<file path="src/rtl/game_ctrl_pkg.sv">
`default_nettype none
// ----------------------------------------------------------------------------
// game_ctrl_pkg : shared game-state encodings and score width default
// Rev 1.0
// ----------------------------------------------------------------------------
package game_ctrl_pkg;

   // draw_* blocks decode the state bus with these same values
   typedef enum logic [1:0] {
      GS_IDLE = 2'd0,
      GS_RUN  = 2'd1,
      GS_HIT  = 2'd2,
      GS_OVER = 2'd3
   } game_state_t;

   localparam int SCORE_W_DEF = 16;

endpackage
`default_nettype wire

</file>
<file path="src/rtl/game_ctrl_if.sv">
`default_nettype none
// ----------------------------------------------------------------------------
// game_ctrl_if : tick/button/collision inputs and display-control outputs
// Rev 1.0
// ----------------------------------------------------------------------------
interface game_ctrl_if
   import game_ctrl_pkg::*;
#(
   parameter int SCORE_W = SCORE_W_DEF
) ();

   logic               tick_frame;
   logic               tick_score;
   logic               start;
   logic               collide;
   logic               run_en;
   logic               flash;
   logic [SCORE_W-1:0] score;
   logic [SCORE_W-1:0] hi_score;
   logic               new_hi;
   logic [1:0]         state;

   modport master (
      output tick_frame, tick_score, start, collide,
      input  run_en, flash, score, hi_score, new_hi, state
   );

   modport slave (
      input  tick_frame, tick_score, start, collide,
      output run_en, flash, score, hi_score, new_hi, state
   );

endinterface
`default_nettype wire

</file>
<file path="src/rtl/game_ctrl_tick_counter.sv">
`default_nettype none
// ----------------------------------------------------------------------------
// game_ctrl_tick_counter : counts tick pulses, done pulses on the N-th tick
// Rev 1.0
// ----------------------------------------------------------------------------
module game_ctrl_tick_counter #(
   parameter int N = 10
) (
   input  logic clk,
   input  logic reset,
   input  logic i_clr,
   input  logic i_tick,
   output logic o_done
);

   localparam int               c_cnt_w = $clog2(N + 1);
   localparam logic [c_cnt_w-1:0] c_last = c_cnt_w'(N - 1);

   logic [c_cnt_w-1:0] r_cnt;

   // Combinational so the owner can act on the N-th tick in the same clk
   assign o_done = i_tick & ~i_clr & (r_cnt == c_last);

   always_ff @(posedge clk) begin
      if (reset || i_clr) begin
         r_cnt <= '0;
      end else if (i_tick) begin
         r_cnt <= o_done ? '0 : r_cnt + 1'b1;
      end
   end

endmodule
`default_nettype wire

</file>
<file path="src/rtl/game_ctrl.sv">
`default_nettype none
// ----------------------------------------------------------------------------
// game_ctrl : goose-run game sequencer (IDLE/RUN/HIT/OVER), score and hi-score
// Rev 1.0
// ----------------------------------------------------------------------------
module game_ctrl
   import game_ctrl_pkg::*;
#(
   parameter int SCORE_W      = SCORE_W_DEF,
   parameter int FLASH_FRAMES = 10,
   parameter int HI_DELAY     = 5
) (
   input  logic       clk,
   input  logic       reset,
   game_ctrl_if.slave bus
);

   game_state_t        r_state;
   logic [SCORE_W-1:0] r_score;
   logic [SCORE_W-1:0] r_hi_score;
   logic               r_new_hi;
   logic               r_run_en;
   logic               r_flash;
   logic               r_committed;
   logic               r_start_q;

   logic               w_start_rise;
   logic               w_frm_done;
   logic               w_dly_done;
   logic [SCORE_W-1:0] w_score_inc;

   assign w_start_rise = bus.start & ~r_start_q;
   assign w_score_inc  = (&r_score) ? r_score : r_score + 1'b1;

   // Counters are held clear outside their own state, so each entry starts at 0
   game_ctrl_tick_counter #(.N(FLASH_FRAMES)) u_frm_cnt (
      .clk    (clk),
      .reset  (reset),
      .i_clr  (r_state != GS_HIT),
      .i_tick (bus.tick_frame),
      .o_done (w_frm_done)
   );

   game_ctrl_tick_counter #(.N(HI_DELAY)) u_dly_cnt (
      .clk    (clk),
      .reset  (reset),
      .i_clr  ((r_state != GS_OVER) || r_committed),
      .i_tick (bus.tick_score),
      .o_done (w_dly_done)
   );

   always_ff @(posedge clk) begin
      if (reset) begin
         r_state     <= GS_IDLE;
         r_score     <= '0;
         r_hi_score  <= '0;
         r_new_hi    <= 1'b0;
         r_run_en    <= 1'b0;
         r_flash     <= 1'b0;
         r_committed <= 1'b0;
         r_start_q   <= 1'b1;
      end else begin
         r_start_q <= bus.start;
         case (r_state)
            GS_IDLE: begin
               if (w_start_rise) begin
                  r_state     <= GS_RUN;
                  r_score     <= '0;
                  r_new_hi    <= 1'b0;
                  r_run_en    <= 1'b1;
                  r_committed <= 1'b0;
               end
            end
            GS_RUN: begin
               // Collision beats a simultaneous score tick
               if (bus.collide) begin
                  r_state  <= GS_HIT;
                  r_run_en <= 1'b0;
                  r_flash  <= 1'b1;
               end else if (bus.tick_score) begin
                  r_score <= w_score_inc;
               end
            end
            GS_HIT: begin
               if (w_frm_done) begin
                  r_state <= GS_OVER;
                  r_flash <= 1'b0;
               end
            end
            GS_OVER: begin
               if (w_dly_done) begin
                  r_committed <= 1'b1;
                  if (r_score > r_hi_score) begin
                     r_hi_score <= r_score;
                     r_new_hi   <= 1'b1;
                  end
               end else if (w_start_rise && r_committed) begin
                  r_state     <= GS_RUN;
                  r_score     <= '0;
                  r_new_hi    <= 1'b0;
                  r_run_en    <= 1'b1;
                  r_committed <= 1'b0;
               end
            end
            default: r_state <= GS_IDLE;
         endcase
      end
   end

   assign bus.state    = r_state;
   assign bus.score    = r_score;
   assign bus.hi_score = r_hi_score;
   assign bus.new_hi   = r_new_hi;
   assign bus.run_en   = r_run_en;
   assign bus.flash    = r_flash;

endmodule
`default_nettype wire

</file>
<file path="src/flat_wrapper.sv">
// flat-port wrapper written by rule: the top's interface ports become plain ports
module game_ctrl_flat import game_ctrl_pkg::*;
#(
   parameter int SCORE_W      = SCORE_W_DEF,
   parameter int FLASH_FRAMES = 10,
   parameter int HI_DELAY     = 5
)
  (clk, reset, bus_tick_frame, bus_tick_score, bus_start, bus_collide, bus_run_en, bus_flash, bus_score, bus_hi_score, bus_new_hi, bus_state);
  game_ctrl_if #(.SCORE_W(SCORE_W)) bus_i ();
  input  logic clk;
  input  logic reset;
  input wire logic [$bits(bus_i.tick_frame)-1:0] bus_tick_frame;
  input wire logic [$bits(bus_i.tick_score)-1:0] bus_tick_score;
  input wire logic [$bits(bus_i.start)-1:0] bus_start;
  input wire logic [$bits(bus_i.collide)-1:0] bus_collide;
  output wire logic [$bits(bus_i.run_en)-1:0] bus_run_en;
  output wire logic [$bits(bus_i.flash)-1:0] bus_flash;
  output wire logic [$bits(bus_i.score)-1:0] bus_score;
  output wire logic [$bits(bus_i.hi_score)-1:0] bus_hi_score;
  output wire logic [$bits(bus_i.new_hi)-1:0] bus_new_hi;
  output wire logic [$bits(bus_i.state)-1:0] bus_state;
  assign bus_i.tick_frame = bus_tick_frame;
  assign bus_i.tick_score = bus_tick_score;
  assign bus_i.start = bus_start;
  assign bus_i.collide = bus_collide;
  assign bus_run_en = bus_i.run_en;
  assign bus_flash = bus_i.flash;
  assign bus_score = bus_i.score;
  assign bus_hi_score = bus_i.hi_score;
  assign bus_new_hi = bus_i.new_hi;
  assign bus_state = bus_i.state;
  game_ctrl #(.SCORE_W(SCORE_W), .FLASH_FRAMES(FLASH_FRAMES), .HI_DELAY(HI_DELAY)) u_core (.clk(clk), .reset(reset), .bus(bus_i));
endmodule
</file>
<file path="config.mk">
export PLATFORM = sky130hd
export DESIGN_NAME = game_ctrl_flat
export DESIGN_NICKNAME = d
export VERILOG_FILES = /design/src/rtl/game_ctrl_pkg.sv /design/src/rtl/game_ctrl_if.sv /design/src/rtl/game_ctrl_tick_counter.sv /design/src/rtl/game_ctrl.sv /design/src/flat_wrapper.sv
export SDC_FILE = /design/constraint.sdc
export NUM_CORES = 1
export LEC_CHECK = 0
export CAP_MARGIN = 15
export CORE_MARGIN = 2
export CORE_UTILIZATION = 35
export DETAILED_ROUTE_END_ITERATION = 6
export PLACE_DENSITY = 0.54
export SLEW_MARGIN = 30
export SYNTH_ARGS = -nofsm -noshare
export SYNTH_HDL_FRONTEND = slang
export SYNTH_HIERARCHICAL = 1
export SYNTH_SLANG_ARGS = --single-unit
</file>
<file path="constraint.sdc">
create_clock -name clk -period 3.8 [get_ports clk]
set_clock_uncertainty 0.1 [all_clocks]
set_input_delay 0.76 -clock clk [delete_from_list [all_inputs] [get_ports clk]]
set_output_delay 0.76 -clock clk [all_outputs]
set_load 0.005 [all_outputs]
</file>
**Word level (Yosys, flattened, before mapping)**

Index checks and enable logic that the tools add are counted.
W data, S select, Z words.

- Input bits: 6
- Bits in registers: 46

- Reduce and logical (&&, ||, !) cells: 16
- Muxes and demuxes: 30
- Bitwise gates (word level): 8
- Add/sub/neg operators: 3
- Order comparisons: 1
- Equality and inequality tests: 17

Operator list:

| operator | count |
|---|---|
| $mux W16 | 6 |
| $pmux W16 S3 | 1 |
| $add A16 B1 Y16 const B | 1 |
| $gt A16 B16 Y1 | 1 |
| $ne A2 B2 Y1 const B | 8 |
| $reduce_and A16 Y1 | 1 |
| $mux W1 | 11 |
| $mux W2 | 5 |
| $reduce_and A5 Y1 | 2 |
| $reduce_and A3 Y1 | 3 |
| $pmux W2 S4 | 1 |
| $reduce_and A7 Y1 | 1 |
| $ne A3 B2 Y1 const B | 2 |
| $pmux W1 S2 | 3 |
| $and A1 B1 Y1 | 5 |
| $add A4 B1 Y4 const B | 1 |
| $eq A2 B2 Y1 const B | 2 |
| $eq A4 B4 Y1 const B | 1 |
| $mux W4 | 1 |
| $ne A2 B1 Y1 const B | 2 |
| $reduce_and A4 Y1 | 1 |
| $reduce_bool A2 Y1 | 2 |
| $add A3 B1 Y3 const B | 1 |
| $eq A3 B3 Y1 const B | 1 |
| other kinds (8) | 12 |

**Longest topological paths before layout**

- Depth after elaboration: 7
- Gate-level depth with buffers: 10

**Hierarchy**

Netlist, hierarchy kept.

Modules (own cells, without submodules):

| module | sequential area each (um^2) | area an instance (um^2) | cells each | times used |
|---|---|---|---|---|
| game_ctrl | 780.7 | 2263.4 | 262 | 1 |
| game_ctrl_tick_counter at u_core.u_frm_cnt | 80.1 | 196.4 | 21 | 1 |
| game_ctrl_tick_counter at u_core.u_dly_cnt | 60.1 | 172.7 | 18 | 1 |

**Worst setup path after synthesis**

OpenSTA, ideal clock, no wires.

- Kind: reg-to-reg
- Start point: register u_core.r_state[0] (netlist: u_core/bus.state[0])
- End point: register u_core.r_score[9] (netlist: u_core/bus.score[9])
- Arrival: 2.282 ns
- Buffers on the path: 0
- Period minus slack after synthesis: 2.442 ns
- Data required time: 3.641 ns
- Slack: 1.358 ns
- Stages on the path, launching flop included: 9
- Cell sequence: dfxtp_1 > ha_1 > nand2b_1 > nor3b_1 > o31a_1 > nor4_1 > or2_1 > or4_1 > nand2_1

- Longest elaborated chain between the ends: 7

Ends and longest elaborated chain:

| element | line | RTL |
|---|---|---|
| from (decl) | game_ctrl.sv:18 | `game_state_t r_state;` |
| from (signal assigned) | game_ctrl.sv:54 | `r_state <= GS_IDLE;` |
| from (signal assigned) | game_ctrl.sv:67 | `r_state <= GS_RUN;` |
| from (signal assigned) | game_ctrl.sv:77 | `r_state <= GS_HIT;` |
| $ne A2 B2 Y1 | game_ctrl.sv:47 | `.i_clr ((r_state != GS_OVER) \|\| r_committed),` |
| $logic_or A1 B1 Y1 | game_ctrl.sv:47 |  |
| $not A1 Y1 | game_ctrl_tick_counter.sv:22 | `assign o_done = i_tick & ~i_clr & (r_cnt == c_last);` |
| $and A1 B1 Y1 (2 in series) | game_ctrl_tick_counter.sv:22 |  |
| net u_core.w_dly_done | game_ctrl.sv:29 | `logic w_dly_done;` |
| $ne A2 B2 Y1 (no line) | -- |  |
| $reduce_and A7 Y1 (no line) | -- |  |
| to (signal assigned) | game_ctrl.sv:81 | `r_score <= w_score_inc;` |
| to (decl) | game_ctrl.sv:19 | `logic [SCORE_W-1:0] r_score;` |

The timed path passes the listed nets, and every way through them passes these cells.
A chain may end at the register's enable or synchronous reset.

**Final worst setup path**

- Start point: input bus_tick_score
- End point: register u_core.r_score[9] (netlist: u_core/bus.score[9])

- Longest elaborated chain between the ends: 4

Ends and longest elaborated chain:

| element | line | RTL |
|---|---|---|
| from (decl) | flat_wrapper.sv:13 | `input wire logic [$bits(bus_i.tick_score)-1:0] bus_tick_score;` |
| $and A1 B1 Y1 (2 in series) | game_ctrl_tick_counter.sv:22 |  |
| net u_core.w_dly_done | game_ctrl.sv:29 |  |
| $ne A2 B2 Y1 (no line) | -- |  |
| $reduce_and A7 Y1 (no line) | -- |  |

The timed path passes the listed nets, and every way through them passes these cells.

==> results.py <==
metrics = {
    "outcome": {
        "outcome": "complete, no violations",
    },
    "timing": {
        "whs_ns": 0.382,
        "fmax_mhz": 342,
        "setup_viol": 0,
        "setup_slack_ns": 0.873,
        "finalCritPeriodShare_pct": 77.0,
        "hold_violations": 0,
        "tightest_slew_ns": 0.479,
        "relSlewSlack_pct": 67.9,
        "rsz0062_at_grt": "no",
        "fin_crit_ns": 2.93,
        "timing.setup.tns_ns": 0,
        "drv_slew": 0,
    },
    "cells_and_area": {
        "num_antenna_cells": 0,
        "area_growth_pct": 24.5,
        "layout_commonest_cell": "dfxtp_1",
        "final_cell_mix": "46 x dfxtp_1, 42 x clkdlybuf4s50_1, 38 x nor2_1",
        "drive_gt1_share_pct": 7.18,
        "num-fill-cells": 728,
        "final_nets": 379,
    },
    "yosys": {
        "yosys-top-cells-area": "dfxtp_1 35%, ha_1 12%, mux2i_1 6.8%",
        "synth_top_area_cell": "dfxtp_1",
        "async_reset_ff_share_pct": 0,
        "synth_compound_area_share_pct": 13.4,
        "syn_avg_cell_area_um2": 8.75,
        "synth_fa_ha_area_share_pct": 12.4,
        "synth_cells": 301,
        "ys_ff_latch": 46,
        "synth_mux_area_share_pct": 6.84,
        "synth_seq_area_share_pct": 35.0,
        "synth.cell_area_um2": 2630,
        "synthSimpleGateAreaFrac_pct": 25.1,
        "yosysTopAreaCellShare_pct": 35.0,
        "synth_edf_count": 0,
        "synth-xor-area-share_pct": 2.00,
        "synth_nets": 333,
        "ys_warn_count": 6,
        "synth_top_family_by_area": "simple AND/OR/NAND/NOR gates",
        "synth_ff_type": "dfxtp_1",
        "ys_types": 50,
    },
    "clock_tree": {
        "insertion_delay_ns": 0.31,
        "clock-sinks": 46,
        "cts_setup_buffers": 0,
        "clkTransAtPathRegs_ns": 0.09,
        "htreeDepth": 2,
        "postCtsResizedCells": 0,
        "clockRootBuffer": "clkbuf_8",
        "cts_hold_buffers": 0,
        "cts_buffers": 5,
        "clk_path_buf_depth": 2,
        "cts_tree": "done",
    },
    "placed_design": {
        "io_buffers": 42,
        "gp_congestion": 0.810,
        "dp.final_hpwl_um": 4360,
        "dp_slack_ns": 0.576,
    },
    "die": {
        "fp.dieW_um": 90.7,
        "ios": 43,
        "placementRows": 31,
        "die_area_um2": 8230,
        "coreArea_um2": 7250,
        "initial_core_util_pct": 36.3,
        "die_h_um": 90.7,
    },
    "detailed_routing": {
        "wl_um": 5840,
        "wl_per_cell_um": 13.1,
        "via_per_inst": 5.04,
        "num_vias": 2252,
        "firstDrtPassIters": 4,
        "drc": 0,
        "drt_iter0_markers": 108,
        "detail-route-antenna-nets": 0,
    },
    "global_routing": {
        "grt_pass1_vias": 2060,
        "grt_usage_pct": 14.6,
        "grt_antenna_before_repair": 0,
        "grt_first_pass_wirelength_um": 9890,
        "grt-ovfl-total": 0,
        "grt_max_degree": 31,
    },
    "setup_path": {
        "start_kind": "input pin",
        "crit_fanout": 8,
        "crit_arrival_ns": 3.08,
        "worstSetupEndpointType": "flop",
        "crit_type": "in2reg",
        "cp.required_ns": 3.96,
    },
    "run": {
        "max_cap_violations": 0,
    },
    "power_and_ir_drop": {
        "p_leak_nw": 1.14,
        "power_mw": 1.13,
        "ir_drop_v": 0.000256,
        "power.density_nw_per_um2": 345,
    },
    "min_path": {
        "min_path_type": "reg2reg",
    },
}
[cell usage after synthesis, drive strengths merged, types with 5 or more instances]
master  number
nand3       10
o21ai       11
nand2       24
nor2        38
inv         26
mux2i       18
dfxtp       46
a21oi       20
and3         5
ha          26
nor4         5
or2          5
nand4        9
a31oi        6
or3          6
[worst max-delay path, stage by stage]
cell and delay, ns:
clkdlybuf4s50_1 0.62, nor3b_1 0.44, o31a_1 0.31, nor4_1 0.11
or2_1 0.26, or4_1 0.51, nand2_1 0.08
[layer usage]
layer / up-vias / part of all wire (%) / global-route usage [%]
li1: 1153 / - / -
met1: 1057 / 49 / 19.6
met2: 34 / 46 / 23.7
met3: 8 / 3.2 / 2.67
met4: 0 / 1.4 / 4.62
met5: - / 0 / 0
[metrics by stage]
stage	util (%)	std cells	instance area, um2
after floorplan	-	301	2630
after global placement	43.7	439	3170
after detailed placement	43.7	439	3170
after CTS	45.2	447	3280
after global routing	45.2	447	3280
final	45.2	447	3280
[final cells by class]
type                    count  area, um2  area share, %
well taps                  99        124           3.78
flip-flops and latches     46        921           28.1
multi-input cells         222       1570           47.9
repair buffers             45        455           13.9
clock buffers               7       76.3           2.33
inverters                  27        101           3.09
clock inverters             1       30.0          0.916
[state kept, by name, indices dropped and copies added (netlist names)]
| register | cells |
|---|---|
| u_core/bus.new_hi | 1 |
| u_core/bus.state | 2 |
| u_core/bus.score | 16 |
| u_core/u_dly_cnt/r_cnt | 3 |
| u_core/bus.flash | 1 |
| u_core/r_start_q | 1 |
| u_core/bus.run_en | 1 |
| u_core/r_committed | 1 |
| u_core/u_frm_cnt/r_cnt | 4 |
| u_core/bus.hi_score | 16 |
[worst paths after layout]
kind / start / end / slack, ns / depth (start not counted)
max: bus_tick_score / u_core/bus.score[9] / 0.87 / 7
min: u_core/bus.flash / u_core/bus.flash / 0.38 / 2
max reg2reg: u_core/bus.state[0] / u_core/bus.score[9] / 1.04 / 8
min reg2reg: u_core/bus.flash / u_core/bus.flash / 0.38 / 2
[logic make-up (layout without fill, tap and decap cells)]
| group | count (synthesis) | count (layout) |
|---|---|---|
| simple gates | 120 | 120 |
| compound gates | 52 | 52 |
| flops | 46 | 46 |
| buf+inv | 33 | 80 |
| fa+ha+maj | 26 | 26 |
| mux | 18 | 18 |
| xor+xnor | 6 | 6 |
[report_power, final]
part | internal (mW) | leakage, nW | switching (mW)
clock network | 0.197 | 0.0524 | 0.169
logic | 0.104 | 0.718 | 0.142
registers | 0.499 | 0.371 | 0.0197
No activity file was read; power rests on OpenSTA's default activity.
